## src/rtl/lsu_stage.sv

```systemverilog
// Load/store stage: one data-memory access per instruction, registered write-back.
// Optional macro LSU_MISALIGN_CHECK_EN: trap misaligned half/word accesses instead of wrapping.
package lsu_pkg;
  typedef struct packed {
    logic [31:0] pc_target;
    logic [31:0] exu_result;
    logic        reg_wen;
    logic [4:0]  rd_addr;
    logic        mem_en;
    logic        mem_wen;
    logic [31:0] mem_wdata;
    logic [31:0] mem_addr;
    logic [2:0]  funct3;
  } ex_lsu_t;

  typedef struct packed {
    logic [31:0] pc_target;
    logic [31:0] wb_data;
    logic        reg_wen;
    logic [4:0]  rd_addr;
  } lsu_wb_t;

  typedef enum logic [1:0] {S_IDLE, S_REQ, S_RSP, S_WB} lsu_state_e;
endpackage

module lsu_stage
  import lsu_pkg::*;
#(
  parameter int          TIMEOUT_CYCLES = 255,
  parameter logic [31:0] ERR_RDATA      = 32'hDEAD_BEEF
) (
  input  logic        clk,
  input  logic        rst,
  stage_if.slave      lsu_in,
  stage_if.master     lsu_out,
  output logic        mem_req_valid,
  input  logic        mem_req_ready,
  output logic [31:0] mem_req_addr,
  output logic        mem_req_wen,
  output logic [31:0] mem_req_wdata,
  output logic [3:0]  mem_req_wstrb,
  input  logic        mem_rsp_valid,
  output logic        mem_rsp_ready,
  input  logic [31:0] mem_rsp_rdata,
  output logic        lsu_timeout,
  output logic        lsu_misalign,
  output lsu_state_e  dbg_state
);

  localparam logic [7:0] TMO_LAST = 8'(TIMEOUT_CYCLES - 1);

  lsu_state_e  state;
  ex_lsu_t     in_p;
  lsu_wb_t     out_q;
  logic [31:0] addr_q;
  logic [31:0] wdata_q;
  logic [2:0]  f3_q;
  logic        wen_q;
  logic [7:0]  cnt;
  logic        in_ready_q;
  logic        out_valid_q;
  logic        req_valid_q;
  logic        rsp_ready_q;
  logic        timeout_q;
  logic        misalign_q;
  logic        in_misalign;
  logic        tmo_hit;
  logic [7:0]  cnt_inc;
  logic [1:0]  off;
  logic [3:0]  st_strb;
  logic [31:0] st_data;
  logic [31:0] ld_shift;
  logic [31:0] ld_data;

  assign in_p    = lsu_in.payload;
  assign off     = addr_q[1:0];
  assign tmo_hit = (cnt >= TMO_LAST);
  assign cnt_inc = (cnt == 8'hFF) ? cnt : cnt + 8'd1;

`ifdef LSU_MISALIGN_CHECK_EN
  assign in_misalign = in_p.mem_en &&
                       ((in_p.funct3[1:0] == 2'b01 && in_p.mem_addr[0]) ||
                        (in_p.funct3[1:0] == 2'b10 && in_p.mem_addr[1:0] != 2'b00));
`else
  assign in_misalign = 1'b0;
`endif

  // Store lanes: data is replicated so the strobed lanes always carry it.
  always_comb begin
    st_strb = 4'b1111;
    st_data = wdata_q;
    case (f3_q)
      3'b000: begin
        st_strb = 4'b0001 << off;
        st_data = {4{wdata_q[7:0]}};
      end
      3'b001: begin
        st_strb = 4'b0011 << {off[1], 1'b0};
        st_data = {2{wdata_q[15:0]}};
      end
      default: ;
    endcase
  end

  assign ld_shift = mem_rsp_rdata >> {off, 3'b000};

  always_comb begin
    ld_data = ld_shift;
    case (f3_q)
      3'b000:  ld_data = {{24{ld_shift[7]}}, ld_shift[7:0]};
      3'b001:  ld_data = {{16{ld_shift[15]}}, ld_shift[15:0]};
      3'b100:  ld_data = {24'd0, ld_shift[7:0]};
      3'b101:  ld_data = {16'd0, ld_shift[15:0]};
      default: ld_data = ld_shift;
    endcase
  end

  // Every output flop is updated alongside the state it belongs to, so all
  // handshake outputs are pure functions of the registered state.
  always_ff @(posedge clk) begin
    if (!rst) begin
      state       <= S_IDLE;
      in_ready_q  <= 1'b0;
      out_valid_q <= 1'b0;
      req_valid_q <= 1'b0;
      rsp_ready_q <= 1'b0;
      timeout_q   <= 1'b0;
      misalign_q  <= 1'b0;
      cnt         <= 8'd0;
      addr_q      <= '0;
      wdata_q     <= '0;
      f3_q        <= '0;
      wen_q       <= 1'b0;
      out_q       <= '0;
    end else begin
      misalign_q <= 1'b0;
      case (state)
        S_IDLE: begin
          if (lsu_in.valid && in_ready_q) begin
            in_ready_q      <= 1'b0;
            addr_q          <= in_p.mem_addr;
            wdata_q         <= in_p.mem_wdata;
            f3_q            <= in_p.funct3;
            wen_q           <= in_p.mem_wen;
            out_q.pc_target <= in_p.pc_target;
            out_q.rd_addr   <= in_p.rd_addr;
            out_q.wb_data   <= in_p.exu_result;
            out_q.reg_wen   <= in_p.reg_wen && !in_misalign;
            if (in_p.mem_en && !in_misalign) begin
              state       <= S_REQ;
              req_valid_q <= 1'b1;
              cnt         <= 8'd0;
            end else begin
              state       <= S_WB;
              out_valid_q <= 1'b1;
              misalign_q  <= in_misalign;
            end
          end else begin
            in_ready_q <= 1'b1;
          end
        end
        S_REQ: begin
          cnt <= cnt_inc;
          // An accept in the expiry cycle still wins; the counter keeps running.
          if (mem_req_ready) begin
            state       <= S_RSP;
            req_valid_q <= 1'b0;
            rsp_ready_q <= 1'b1;
          end else if (tmo_hit) begin
            state       <= S_WB;
            req_valid_q <= 1'b0;
            out_valid_q <= 1'b1;
            timeout_q   <= 1'b1;
            if (wen_q) out_q.reg_wen <= 1'b0;
            else       out_q.wb_data <= ERR_RDATA;
          end
        end
        S_RSP: begin
          cnt <= cnt_inc;
          if (mem_rsp_valid) begin
            state       <= S_WB;
            rsp_ready_q <= 1'b0;
            out_valid_q <= 1'b1;
            if (wen_q) out_q.reg_wen <= 1'b0;
            else       out_q.wb_data <= ld_data;
          end else if (tmo_hit) begin
            state       <= S_WB;
            rsp_ready_q <= 1'b0;
            out_valid_q <= 1'b1;
            timeout_q   <= 1'b1;
            if (wen_q) out_q.reg_wen <= 1'b0;
            else       out_q.wb_data <= ERR_RDATA;
          end
        end
        S_WB: begin
          if (lsu_out.ready) begin
            state       <= S_IDLE;
            out_valid_q <= 1'b0;
            in_ready_q  <= 1'b1;
          end
        end
        default: state <= S_IDLE;
      endcase
    end
  end

  assign lsu_in.ready    = in_ready_q;
  assign lsu_out.valid   = out_valid_q;
  assign lsu_out.payload = out_q;
  assign mem_req_valid   = req_valid_q;
  assign mem_req_addr    = {addr_q[31:2], 2'b00};
  assign mem_req_wen     = wen_q;
  assign mem_req_wdata   = st_data;
  assign mem_req_wstrb   = wen_q ? st_strb : 4'b0000;
  assign mem_rsp_ready   = rsp_ready_q;
  assign lsu_timeout     = timeout_q;
  assign lsu_misalign    = misalign_q;
  assign dbg_state       = state;

endmodule
```

## src/rtl/lsu_stage_if.sv

```systemverilog
// Generic stage-to-stage handshake interface; the payload type is supplied
// per instance (ex_lsu_t from execute, lsu_wb_t towards write-back).

// Valid/ready: a transfer occurs on a rising clk edge where valid && ready.
// The master holds valid and payload steady until that edge and never waits
// on ready before raising valid; the slave may drive ready independently.
interface stage_if #(
  parameter type payload_t = logic
) ();
  logic     valid;
  logic     ready;
  payload_t payload;

  modport master (output valid, output payload, input ready);
  modport slave  (input valid, input payload, output ready);
endinterface

```

## src/flat_wrapper.sv

```systemverilog
// flat-port wrapper written by rule: the top's interface ports become plain ports
module lsu_stage_flat import lsu_pkg::*;
#(
  parameter int          TIMEOUT_CYCLES = 255,
  parameter logic [31:0] ERR_RDATA      = 32'hDEAD_BEEF
)
  (clk, rst, mem_req_valid, mem_req_ready, mem_req_addr, mem_req_wen, mem_req_wdata, mem_req_wstrb, mem_rsp_valid, mem_rsp_ready, mem_rsp_rdata, lsu_timeout, lsu_misalign, dbg_state, lsu_in_valid, lsu_in_payload, lsu_in_ready, lsu_out_valid, lsu_out_payload, lsu_out_ready);
  stage_if lsu_in_i ();
  stage_if lsu_out_i ();
  input  logic clk;
  input  logic rst;
  output logic mem_req_valid;
  input  logic mem_req_ready;
  output logic [31:0] mem_req_addr;
  output logic mem_req_wen;
  output logic [31:0] mem_req_wdata;
  output logic [3:0] mem_req_wstrb;
  input  logic mem_rsp_valid;
  output logic mem_rsp_ready;
  input  logic [31:0] mem_rsp_rdata;
  output logic lsu_timeout;
  output logic lsu_misalign;
  output lsu_state_e dbg_state;
  input wire logic [$bits(lsu_in_i.valid)-1:0] lsu_in_valid;
  input wire logic [$bits(lsu_in_i.payload)-1:0] lsu_in_payload;
  output wire logic [$bits(lsu_in_i.ready)-1:0] lsu_in_ready;
  output wire logic [$bits(lsu_out_i.valid)-1:0] lsu_out_valid;
  output wire logic [$bits(lsu_out_i.payload)-1:0] lsu_out_payload;
  input wire logic [$bits(lsu_out_i.ready)-1:0] lsu_out_ready;
  assign lsu_in_i.valid = lsu_in_valid;
  assign lsu_in_i.payload = lsu_in_payload;
  assign lsu_in_ready = lsu_in_i.ready;
  assign lsu_out_valid = lsu_out_i.valid;
  assign lsu_out_payload = lsu_out_i.payload;
  assign lsu_out_i.ready = lsu_out_ready;
  lsu_stage #(.TIMEOUT_CYCLES(TIMEOUT_CYCLES), .ERR_RDATA(ERR_RDATA)) u_core (.clk(clk), .rst(rst), .lsu_in(lsu_in_i), .lsu_out(lsu_out_i), .mem_req_valid(mem_req_valid), .mem_req_ready(mem_req_ready), .mem_req_addr(mem_req_addr), .mem_req_wen(mem_req_wen), .mem_req_wdata(mem_req_wdata), .mem_req_wstrb(mem_req_wstrb), .mem_rsp_valid(mem_rsp_valid), .mem_rsp_ready(mem_rsp_ready), .mem_rsp_rdata(mem_rsp_rdata), .lsu_timeout(lsu_timeout), .lsu_misalign(lsu_misalign), .dbg_state(dbg_state));
endmodule
```

## config.mk

```make
export PLATFORM = sky130hd
export DESIGN_NAME = lsu_stage_flat
export DESIGN_NICKNAME = d
export VERILOG_FILES = /design/src/rtl/lsu_stage.sv /design/src/rtl/lsu_stage_if.sv /design/src/flat_wrapper.sv
export SDC_FILE = /design/constraint.sdc
export NUM_CORES = 1
export LEC_CHECK = 0
export ABC_AREA = 1
export BUFFER_PORTS_ARGS = -buffer_cell sky130_fd_sc_hd__buf_4
export CELL_PAD_IN_SITES_DETAIL_PLACEMENT = 0
export CELL_PAD_IN_SITES_GLOBAL_PLACEMENT = 2
export CORE_ASPECT_RATIO = 1.1
export CORE_MARGIN = 2
export CORE_UTILIZATION = 20
export CTS_BUF_LIST = sky130_fd_sc_hd__clkbuf_4
export CTS_CLUSTER_SIZE = 40
export DETAILED_ROUTE_END_ITERATION = 16
export PLACE_DENSITY_LB_ADDON = 0.1
export RECOVER_POWER = 100
export SYNTH_ARGS = -nofsm -noshare
export SYNTH_HDL_FRONTEND = slang
export SYNTH_SLANG_ARGS = --single-unit
```

## constraint.sdc

```tcl
create_clock -name clk -period 3.8 [get_ports clk]
set_input_delay 0.38 -clock clk [delete_from_list [all_inputs] [get_ports clk]]
set_output_delay 0.38 -clock clk [all_outputs]
set_load 0.05 [all_outputs]
```

==> flow_summary.toml <==
[outcome]
status = "complete, no violations"

[sta]
fin_worst_skew_ns = 0.00431
finalSetupViolations = 0
report.final.slew_viol_count = 0
fin_crit_sh = 0.464
tns_ns = 0
finalHoldViolCount = 0
max_freq_mhz = 568
rsz0062_at_grt = "no"
fin_crit_ns = 1.76
tightest_slew_ns = 0.614
max_slew_margin = 0.592

[synthesis]
synth.distinct_cells = 21
yosys_warnings = 0
synthesis.area_sq_um = 1410
synth_area_leaders = "buf_4 38%, dfxtp_1 20%, nand2_1 11%"
seq_area_frac_synth = 0.199
yosys.area.top_type_share = 0.383
syn_avg_cell_area_sq_um = 6.91
synth_top_area_cell = "buf_4"
netlist_instances = 204
synth_seq_cells = 14

[cts]
clkTransAtPathRegs_ns = 0.10
h-tree-depth = 1
clockBufferDepth = 2
cts_tree = "built"
post_cts_buffers = 0
cts_hold_buf = 0
ctsResizeCount = 0
clock-root-buffer = "clkbuf_4"
cts_sinks = 14
worstSkewPairLatency_ns = 0.29
numCtsBuffers = 3

[critical_path]
cpMostUsedCell = "nand2_1"
critPathMaxFanout = 7
crit_chain = "ha_1, inv_1, nor2_2, nand2_2, nand2_1, clkinvlp_2, nand2_1, a21oi_1"
worstSetupPathType = "reg2reg"
slowest_stage = "dfxtp_1"
end_kind = "flip-flop"
startpoint_type = "flip-flop"
critPathArrivalTime_ns = 1.94
critPathMaxStageDelay_ns = 0.43
worstPathRequired_ns = 3.98
cp_top_family = "simple AND/OR/NAND/NOR gates"
cp.buffers_inverters = 2

[power]
pwr-share-clk = 0.114
p_switching_uw = 515
irDropWorstVdd_v = 0.000189
power_density_nw_per_um2 = 642
comb_power_share = 0.632
power_uw = 842
swShare = 0.612
intPower_uw = 327
p_leak_nw = 0.675
p_seq_frac = 0.254

[min_path]
min_path_type = "in2reg"

[routing]
first_pass_iters = 4
vias_per_cell = 3.28
routedWlPerCell_microns = 8.59
wl_microns = 2600
via_count = 993
drc = 0
drtIter0Drc = 9
postRouteAntennaNets = 0

[run]
maxCapViolCount = 0

[finish]
drive_gt1_frac = 0.0734
nets = 265
area_growth_pct = -7.01
antenna_cells_inserted = 0
fillers = 831
final_core_util = 0.189

[global_routing]
gr-usage-all-layers = 0.0684
grt_pass1_vias = 840
grt_max_degree = 9
grt_pass1_wl_microns = 4160
antenna_found_initial = 0
gr-total-overflow = 0

[die]
coreArea_sq_um = 6930
dieArea_sq_um = 7740
fp.dieW_microns = 84.1
ios = 117
die_h_microns = 92.1
initial_utilization = 0.204
std_cell_rows = 32

[placement]
gp_congestion = 0.657
numPortBuffers = 11
dp_hpwl_microns = 2140
==> cells by family (layout without fill, tap and decap cells) <==
group / Yosys count / in the layout / share of synthesized area
AOI/OAI and AO/OA: 16 / 16 / 0.0639
xor gates and xnor gates: 2 / 2 / 0.0124
adders and majority gates: 7 / 7 / 0.0621
buffers and inverters: 88 / 31 / 0.428
DFF: 14 / 14 / 0.199
other: 1 / 72 / 0.00266
and+or+nand+nor: 76 / 76 / 0.232
==> worst register-to-register path, delay by kind of cell (launching register included) <==
| kind | cells | cell delay, ns |
|---|---|---|
| DFF | 1 | 0.43 |
| adders and majority gates | 1 | 0.21 |
| AOI/OAI and AO/OA | 1 | 0.06 |
| buffers and inverters | 2 | 0.39 |
| and+or+nand+nor | 4 | 0.54 |
==> layer usage <==
metal	GRT usage	vias up	wire, microns
met3	0.0243	2	168
met5	0	-	0
met2	0.122	37	1300
li1	-	510	-
met4	0.0161	0	18
met1	0.0775	444	1120
==> through the flow <==
stage               hold WS [ns]  setup WS [ns]  cell area (sq um)  std cells
detailed placement         0.466           2.31               1330        299
CTS                        0.353           2.30               1350        303
floorplan                  0.470           2.05               1680        275
global placement           0.468           2.29               1330        299
finish                     0.369           2.04               1310        303
global route               0.367           1.81               1310        303
==> Yosys cell counts (all sizes together) <==
| master | count |
|---|---|
| a21oi | 9 |
| xor2 | 2 |
| a31o | 1 |
| o21ai | 5 |
| conb | 1 |
| nand3 | 4 |
| ha | 7 |
| nor2 | 24 |
| dfxtp | 14 |
| inv | 16 |
| buf | 72 |
| nor3 | 1 |
| nand2 | 46 |
| nand3b | 1 |
| a21boi | 1 |
==> area by class of cell <==
cell class                      instances  area, sq um  share of cell area
Clock inverter                          1         3.75             0.00286
Timing Repair Buffer                   11         60.1              0.0458
Multi-Input combinational cell        173          777               0.593
Clock buffer                            3         22.5              0.0172
Inverter                               16         61.3              0.0468
Tap cell                               85          106              0.0811
Sequential cell                        14          280               0.214
==> cells in the final DEF, fill, tap and decap left out <==
master,instances
a21boi_0,1
a21oi_1,9
a31o_2,1
buf_4,5
clkbuf_1,6
clkbuf_4,3
clkinv_1,1
clkinvlp_2,1
conb_1,72
dfxtp_1,14
ha_1,7
inv_1,15
nand2_1,43
nand2_2,3
nand3_1,4
nand3b_1,1
nor2_1,21
nor2_2,2
nor2_4,1
nor3_1,1
o21ai_0,5
xor2_1,2
==> power groups by stage <==
| stage | logic (mW) | registers, mW | clock network, mW |
|---|---|---|---|
| after detailed placement | 0.584 | 0.218 | 0 |
| after global routing | 0.600 | 0.220 | 0.111 |
| final | 0.532 | 0.213 | 0.0962 |
| after CTS | 0.586 | 0.215 | 0.107 |
| after global placement | 0.589 | 0.220 | 0 |
| after floorplan | 0.453 | 0.288 | 0 |
==> flip-flops by register name (all words and copies together), names as in the netlist <==
register,cells
u_core.dbg_state,2
u_core.mem_rsp_ready,1
u_core.lsu_in.ready,1
u_core.cnt,8
u_core.lsu_timeout,1
u_core.lsu_out.valid,1
==> final timing paths <==
path / startpoint / end / slack, ns / cells after the start
min reg2reg: u_core.lsu_timeout / u_core.lsu_timeout / 0.48 / 2
min: rst / u_core.cnt[1] / 0.37 / 3
max: u_core.cnt[0] / u_core.cnt[5] / 2.04 / 8
max reg2reg: u_core.cnt[0] / u_core.cnt[5] / 2.04 / 8
Power figures use the tool's default switching activity.
